### config.mk
export PLATFORM = sky130hd
export DESIGN_NAME = alu_mult_seq
export DESIGN_NICKNAME = d
export VERILOG_FILES = /design/src/rtl/alu_mult_seq.sv
export SDC_FILE = /design/constraint.sdc
export NUM_CORES = 1
export LEC_CHECK = 0
export CORE_ASPECT_RATIO = 1.1
export CORE_UTILIZATION = 45
export DETAILED_ROUTE_END_ITERATION = 8
export PLACE_DENSITY_LB_ADDON = 0.3
export SETUP_SLACK_MARGIN = 0.5
export SYNTH_ARGS = -nofsm -noshare
export SYNTH_HDL_FRONTEND = slang
export SYNTH_SLANG_ARGS = --single-unit
### constraint.sdc
create_clock -name clk -period 4 [get_ports clk]
set_input_delay 0.8 -clock clk [delete_from_list [all_inputs] [get_ports clk]]
set_output_delay 0.8 -clock clk [all_outputs]
set_load 0.005 [all_outputs]
### src/rtl/alu_mult_seq.sv
// Multi-cycle unsigned 32x32->64 multiply that borrows the execute-stage ALU for shift-add steps.
// Latency: 33 cycles from the accepting start edge to the one-cycle done pulse.
// Backpressure: none; busy stalls the pipeline while RUN, and a start during RUN is ignored.
//
// Ports:
//   clk, rst_n                     clock, synchronous active-low reset
//   start_e, src_AE, src_BE        start request and operands (multiplicand, multiplier)
//   flush_e                        aborts a running op; blocks a same-cycle start
//   alu_grant, alu_src_a/b,        request for the shared ALU (zeros when not granted)
//   alu_control_m, alu_result      and its combinational ADDU result
//   busy, done, hi_out, lo_out     status and the 64-bit product
module alu_mult_seq #(
  parameter int         WIDTH     = 32,
  parameter logic [4:0] ADDU_CODE = 5'd1
) (
  input  logic             clk,
  input  logic             rst_n,
  input  logic             start_e,
  input  logic [WIDTH-1:0] src_AE,
  input  logic [WIDTH-1:0] src_BE,
  input  logic             flush_e,
  output logic             alu_grant,
  output logic [WIDTH-1:0] alu_src_a,
  output logic [WIDTH-1:0] alu_src_b,
  output logic [4:0]       alu_control_m,
  input  logic [WIDTH-1:0] alu_result,
  output logic             busy,
  output logic             done,
  output logic [WIDTH-1:0] hi_out,
  output logic [WIDTH-1:0] lo_out
);

  typedef enum logic [1:0] {
    ST_IDLE = 2'd0,
    ST_RUN  = 2'd1,
    ST_DONE = 2'd2
  } state_t;

  state_t           state, state_nxt;
  logic [WIDTH-1:0] hi, hi_nxt;
  logic [WIDTH-1:0] lo, lo_nxt;
  logic [WIDTH-1:0] mcand, mcand_nxt;
  logic [4:0]       cnt, cnt_nxt;
  logic             carry;

  always_ff @(posedge clk) begin
    if (!rst_n) begin
      state <= ST_IDLE;
      hi    <= '0;
      lo    <= '0;
      mcand <= '0;
      cnt   <= '0;
    end else begin
      state <= state_nxt;
      hi    <= hi_nxt;
      lo    <= lo_nxt;
      mcand <= mcand_nxt;
      cnt   <= cnt_nxt;
    end
  end

  // The ALU adds modulo 2^WIDTH; an unsigned wrap below operand A means the
  // addition carried out, and that bit becomes the new MSB of hi after the shift.
  assign carry = (alu_result < hi);

  always_comb begin
    state_nxt = state;
    hi_nxt    = hi;
    lo_nxt    = lo;
    mcand_nxt = mcand;
    cnt_nxt   = cnt;
    case (state)
      ST_IDLE, ST_DONE: begin
        // A flushed instruction must never launch, so flush_e masks start_e.
        if (start_e && !flush_e) begin
          state_nxt = ST_RUN;
          hi_nxt    = '0;
          lo_nxt    = src_BE;
          mcand_nxt = src_AE;
          cnt_nxt   = '0;
        end else begin
          state_nxt = ST_IDLE;
        end
      end
      ST_RUN: begin
        if (flush_e) begin
          // Abort without applying this cycle's step; hi/lo keep partial values.
          state_nxt = ST_IDLE;
        end else begin
          hi_nxt  = {carry, alu_result[WIDTH-1:1]};
          lo_nxt  = {alu_result[0], lo[WIDTH-1:1]};
          cnt_nxt = cnt + 5'd1;
          if (cnt == 5'd31) begin
            state_nxt = ST_DONE;
          end
        end
      end
      default: begin
        state_nxt = ST_IDLE;
      end
    endcase
  end

  // Outputs decode registered state only; nothing here looks at alu_result.
  always_comb begin
    busy          = (state == ST_RUN);
    alu_grant     = (state == ST_RUN);
    done          = (state == ST_DONE);
    alu_src_a     = '0;
    alu_src_b     = '0;
    alu_control_m = '0;
    if (state == ST_RUN) begin
      alu_src_a     = hi;
      alu_src_b     = lo[0] ? mcand : '0;
      alu_control_m = ADDU_CODE;
    end
  end

  assign hi_out = hi;
  assign lo_out = lo;

endmodule

# Word-level counts from Yosys, hierarchy flattened
# Index checks and enable logic that the tools add are counted.
# word_totals
reg_bits	103
output_inout_bits	136
# op_classes
addsub	1
order_cmp	1
n_eq_ne	6
muxes	17
n_reduce_logical	7
# op_table
op	count
2-to-1 mux 32 bit	7
one-hot mux 32 bit (2 select lines)	2
< comparator 32 bit	1
2-to-1 mux 5 bit	2
one-hot mux 5 bit (2 select lines)	1
adder 5 x 1 -> 5 bit, second input constant	1
equality test 5 bit, second input constant	1
2-to-1 mux 2 bit	2
inequality test 2 bit, second input constant	2
one-hot mux 2 bit (2 select lines)	1
inequality test 3 x 2 -> 1 bit, second input constant	1
AND reduction 3 bit	1
equality test 2 x 1 -> 1 bit, second input constant	1
equality test 2 bit, second input constant	1
logical NOT 2 bit	1
2-to-1 mux 1 bit	2
AND reduction 2 bit	1
nonzero test 2 bit	1
OR reduction 2 bit	1
logical AND 1 bit	1
logical NOT 1 bit	1

# Longest topological paths before layout
# Gate-level depths: netlist of run 1.
# depth
depth_word	4
mapped_depth	7

# Worst setup path before layout of run 1
# OpenSTA, ideal clock, no wires.
# synth_path
path_type	register -> output
start	reg state[1]
end	out alu_src_b[26]
t_arrival_ns	1.150
setup_slack_ns	2.050
path_stages_with_launch	6
path_cell_list	dfxtp_1 nand2b_4 inv_2 buf_4 clkbuf_1 and3_1
# synth_via
elab_chain_len	2
# synth_rtl
item	line	text
start, declared	39	state_t state, state_nxt;
start signal, assigned	54	state <= state_nxt;
equality test 2 x 1 -> 1 bit	112	if (state == ST_RUN) begin
2-to-1 mux 32 bit	112	
end, declared	24	output logic [WIDTH-1:0] alu_src_b,
# Every way passes these cells.

# Final worst setup path of run 1
# layout_path
start	reg state[0]
end	out alu_src_b[6]
# Same word-level chain as after synthesis.

==> impl_metrics.toml, run 1 <==
[synth]
synthArstFlopShare_pct = 0
syn_area_um2 = 5127
synthFlopType = "dfxtp_1"
synth_xor_area_share_pct = 0.3416
yosysWarnings = 0
synthMuxAreaShare_pct = 0
yosysSeqAreaShare_pct = 40.21
synth-simple-area-share_pct = 27.99
ys_types = 34
synth-edff-count = 0
syn_area_per_cell_um2 = 7.463
synth_top_family_by_area = "simple AND/OR/NAND/NOR gates"
synth_cells = 687
synth_seq_cells = 103
synth_compound_area_share_pct = 15.62
yosys.area_share.adder_pct = 8.053

[clock_tree]
cts_tree = "yes"
post_cts_buffers = 0
numCtsBuffers = 9
clock_latency_ps = 340
cts-hold-fix-buffers = 0
cts_resized = 0
cts-htree-levels = 3
path_clk_slew_ps = 70
root_buffer = "clkbuf_16"
cts.path.max_buffers = 2
cts.sinks = 103

[place]
hpwlAfterDp_mm = 10.95
place_congestion = 0.8301
placed_area_um2 = 7451
port_buffers = 231

[global_routing]
track_usage_pct = 25.93
grt_max_degree = 67
grt-ovfl-total = 0
grt_pass1_wl_mm = 25.07
antenna_found_initial = 0
grt_pass1_vias = 5220

[cells_and_area]
diodes = 0
ff_latch_area_um2 = 2062
drive_gt1_share_pct = 3.604
mostFrequentLayoutCells = "231 x clkdlybuf4s50_1, 174 x nand2_1, 103 x dfxtp_1, 79 x a21oi_1, 70 x nor2_1"
areaGrowthSynthToFinish_pct = 51.73
final_common_cell = "clkdlybuf4s50_1"
final_design_area_no_fill_um2 = 7780
multi_input_area_um2 = 2684
fillers = 895
final_nets = 1016

[die]
die_h_um = 114.0
die-area_um2 = 11830
core_um2 = 11010
initial_core_util_pct = 46.57
num_io_pins = 236
die-width_um = 103.8
num_rows = 40

[sta]
finalClockSkew_ps = 7.831
setup_viol = 0
fmax_mhz = 326.9
final-hold-violation-count = 0
slew_headroom_pct = 39.34
rsz0062_at_grt = "no"
fin_crit_ps = 3059
worst_slew_pin_slew_ps = 908.7
fin_tns_setup_ps = 0
drv_slew = 0
finalCritPeriodShare_pct = 76.48

[pwr]
p_leak_nw = 2.877
cellPowerDensity_nw_per_um2 = 318.3
peakVddDrop_uv = 263.4

[min_path]
worstHoldPathType = "flip-flop to flip-flop"

[setup_path]
critPathRequiredTime_ps = 3200
cp.arrival_ps = 2260
crit_path_max_fanout = 57
critPathCaptureType = "output pin"
startpoint_type = "flip-flop"
crit_type = "flip-flop to output pin"

[drt]
viasPerCell = 5.302
ant_nets = 0
avgRoutedWirePerCell_um = 15.02
dr.pass1.iters = 5
routed_wl_mm = 15.54
route.vias.total = 5488
drcViolationCount = 0
drtIter0Drc = 263

[outcome]
status = "completed"

[run]
max_cap_violations = 0
[where the power goes]
part	internal [mW]	total [mW]	switching [mW]
clock network	0.569	0.961	0.392
registers	1.07	1.11	0.0392
logic	0.214	0.404	0.190
[path summary, 6_finish.rpt]
path / startpoint / to / cells after the start / slack [ps]
max: state[0] / alu_src_b[6] / 4 / 940
min: mcand[28] / mcand[28] / 2 / 460
max reg2reg: state[1] / hi_out[31] / 7 / 1840
min reg2reg: mcand[28] / mcand[28] / 2 / 460
[final cells by class]
cell class	instances	share of cell area (%)
multi-input cells	497	34.50
clock buffers	10	3.072
well taps	147	2.364
inverters	33	1.592
flip-flops and latches	103	26.50
repair buffers	239	30.81
clock inverters	6	1.158
[per-layer routing]
metal | vias up | track usage [%] | part of all wire, %
li1 | 2692 | - | -
met1 | 2544 | 30.59 | 40
met2 | 210 | 45.06 | 49
met4 | 0 | 12.19 | 3.4
met5 | - | 0 | 0
met3 | 42 | 5.771 | 6.8
[registers in the layout, indices dropped and copies added, names as in the netlist]
signal  cells
state       2
lo_out     32
mcand      32
cnt         5
hi_out     32
[critical path, stage by stage (launching register included)]
cell and delay (ps):
dfxtp_1 410, nand2b_4 70, inv_2 640, and3_1 280, clkdlybuf4s50_1 510
[metrics by stage]
| stage | hold slack [ps] | cells | util [%] | worst slack (ps) | total power [mW] |
|---|---|---|---|---|---|
| final | 459.9 | 1035 | 70.66 | 940.7 | 2.476 |
| after floorplan | 431.9 | 690 | - | 2050 | 1.316 |
| after global routing | 466.3 | 1035 | 70.66 | 799.7 | 2.584 |
| after global placement | 439.1 | 1019 | 67.67 | 1427 | 1.520 |
| after detailed placement | 448.1 | 1019 | 67.67 | 1329 | 1.536 |
| after CTS | 458.1 | 1035 | 70.66 | 952.0 | 2.493 |
[cell families after synthesis]
logic type                 after synthesis
and+or+nand+nor                        331
DFF                                    103
AOI/OAI and AO/OA                      127
xor gates and xnor gates                 2
adders and majority gates               33
other                                    1
buffers and inverters                   90
[Yosys cell counts, types with 2 or more instances]
master | count | area (um2)
a311oi_1 | 32 | 280.3
o21ai_0 | 3 | 15.01
and3_1 | 34 | 212.7
a21o_1 | 2 | 15.01
a21oi_1 | 79 | 395.4
and4_1 | 2 | 17.52
ha_1 | 33 | 412.9
nor2_1 | 71 | 266.5
o21a_1 | 2 | 15.01
inv_2 | 2 | 7.510
a221oi_1 | 2 | 17.52
buf_2 | 25 | 125.1
nor3_1 | 3 | 15.01
buf_4 | 7 | 52.55
nand4_1 | 2 | 12.51
nand3_1 | 36 | 180.2
dfxtp_1 | 103 | 2062
inv_1 | 31 | 116.4
nand2b_4 | 2 | 27.53
o211ai_1 | 2 | 15.01
clkbuf_1 | 25 | 93.84
nand2b_1 | 3 | 18.77
nand2_1 | 174 | 653.1
xor2_1 | 2 | 17.52
Power figures use the tool's default switching activity.
==> run 2: changes to the inputs <==
--- a/config.mk
+++ b/config.mk
@@ -6,7 +6,7 @@
 export NUM_CORES = 1
 export LEC_CHECK = 0
 export CORE_ASPECT_RATIO = 1.1
-export CORE_UTILIZATION = 45
+export CORE_UTILIZATION = 42
 export DETAILED_ROUTE_END_ITERATION = 8
 export PLACE_DENSITY_LB_ADDON = 0.3
 export SETUP_SLACK_MARGIN = 0.5
==> constraint.sdc (replaced) <==
create_clock -name clk -period 3.1 [get_ports clk]
set_input_delay 0.62 -clock clk [delete_from_list [all_inputs] [get_ports clk]]
set_output_delay 0.62 -clock clk [all_outputs]
set_load 0.005 [all_outputs]
==> run 2 against run 1 <==
Worst hold slack worse by 5.7 ps. Combinational power is 36% higher. First-iteration DRC count is 35% higher. Sequential power is 29% higher. Critical path type unchanged. Critical endpoint is now alu_src_b[5].
==> impl_metrics.toml, run 2 (synthesis results as in run 1) <==
[pwr]
p_leak_nw = 2.938
fin_total_pwr_mw = 3.202
cellPowerDensity_nw_per_um2 = 404.3
peakVddDrop_uv = 248.6

[die]
core_um2 = 11700
die-width_um = 107.4
die_h_um = 117.9
initial_core_util_pct = 43.84
num_io_pins = 236
die-area_um2 = 12660
num_rows = 41

[cells_and_area]
areaGrowthSynthToFinish_pct = 54.44
final_nets = 1025
final_common_cell = "clkdlybuf4s50_1"
drive_gt1_share_pct = 4.576
mostFrequentLayoutCells = "231 x clkdlybuf4s50_1, 174 x nand2_1, 102 x dfxtp_1, 79 x a21oi_1, 70 x nor2_1"
diodes = 0
final_cells = 1046

[setup_path]
startpoint_type = "flip-flop"
cpMaxStageDelayCell = "clkdlybuf4s50_1"
crit_type = "flip-flop to output pin"
critPathRequiredTime_ps = 2480
cp.arrival_ps = 1900
r2r_cells = 6
critPathCaptureType = "output pin"
cpPeakStageDelay_ps = 500
r2r_slack_ps = 1260
path_cells = "nand2b_4, inv_6, clkbuf_16, and3_1, clkdlybuf4s50_1"
crit_path_max_fanout = 23
reg2reg_to = "lo_out[3]"
worstReg2RegStart = "state[1]"

[sta]
drv_slew = 0
finalCritPeriodShare_pct = 81.14
rsz0062_at_grt = "no"
slew_headroom_pct = 58.26
finalClockSkew_ps = 3.553
worst_slew_pin_slew_ps = 626.0
fin_crit_ps = 2515
fmax_mhz = 397.6
setup_viol = 0
final-hold-violation-count = 0
whs_ps = 454.3
fin_tns_setup_ps = 0

[run]
max_cap_violations = 0

[global_routing]
grt_pass1_vias = 5161
grt_pass1_wl_mm = 24.95
antenna_found_initial = 0
grt_max_degree = 65
grt-ovfl-total = 0
track_usage_pct = 24.46

[clock_tree]
path_clk_slew_ps = 70
root_buffer = "clkbuf_16"
cts.sinks = 103
cts-htree-levels = 3
numCtsBuffers = 9
cts_tree = "yes"
clock_latency_ps = 350
cts.path.max_buffers = 2

[outcome]
status = "completed"

[drt]
dr.pass1.iters = 6
viasPerCell = 5.296
drtIter0Drc = 354
drcViolationCount = 0
routed_wl_mm = 15.86
avgRoutedWirePerCell_um = 15.17
ant_nets = 0
route.vias.total = 5540

[place]
port_buffers = 231
place_inst = 1026
hpwlAfterDp_mm = 11.06
place_congestion = 0.8599

[min_path]
hold_end = "mcand[14]"
min_from = "mcand[14]"
hold_path_depth = 2
worstHoldPathType = "flip-flop to flip-flop"
[run 2: metal layers]
layer / wire [um] / GRT usage (%) / vias to the layer above
li1: - / - / 2716
met1: 6663 / 30.34 / 2549
met2: 7613 / 40.20 / 241
met3: 1061 / 4.485 / 34
met4: 524 / 12.24 / 0
met5: 0 / 0 / -
[run 2: cell type report]
class | instances | area [um2]
inverters | 33 | 128.9
clock inverters | 5 | 82.58
well taps | 150 | 187.7
clock buffers | 10 | 239.0
repair buffers | 247 | 2525
multi-input cells | 498 | 2693
flip-flops and latches | 103 | 2063
fillers | 991 | 3777
[run 2: power by group]
part | internal [mW] | total [mW] | switching, mW
Clock | 0.726 | 1.22 | 0.496
Sequential | 1.38 | 1.43 | 0.0437
Combinational | 0.293 | 0.551 | 0.259
[run 2: critical path: cells and delay by family (launching register included)]
kind	cells	cell delay, ps
buf+inv	3	820
flops	1	350
simple gates	2	380
[run 2: through the flow]
| step | util, % | instance area (um2) | worst slack, ps |
|---|---|---|---|
| after floorplan | - | 5139 | 1330 |
| after global placement | 63.99 | 7485 | 669.8 |
| after detailed placement | 63.99 | 7485 | 628.6 |
| after CTS | 67.03 | 7840 | 426.3 |
| after global routing | 67.70 | 7919 | 500.1 |
| final | 67.70 | 7919 | 584.6 |
[run 2: worst max-delay path by stage]
stage / from / endpoint / slack [ps] / cells past startpoint
5_1_grt: state[1] / alu_src_b[7] / 500 / 5
3_3_place_gp: state[0] / alu_src_a[0] / 670 / 5
3_5_place_dp: state[0] / alu_src_a[0] / 630 / 5
2_1_floorplan: state[1] / alu_src_b[26] / 1330 / 5
4_1_cts: state[1] / alu_src_a[0] / 430 / 5
6_report: state[1] / alu_src_b[5] / 580 / 5
[run 2: what timing repair did]
action | CTS | global route
buffers inserted | 0 | 2
hold buffers | 0 | 0
cloned | 1 | 2
setup endpoints to repair | 67 | 67
resized for setup | 7 | 4
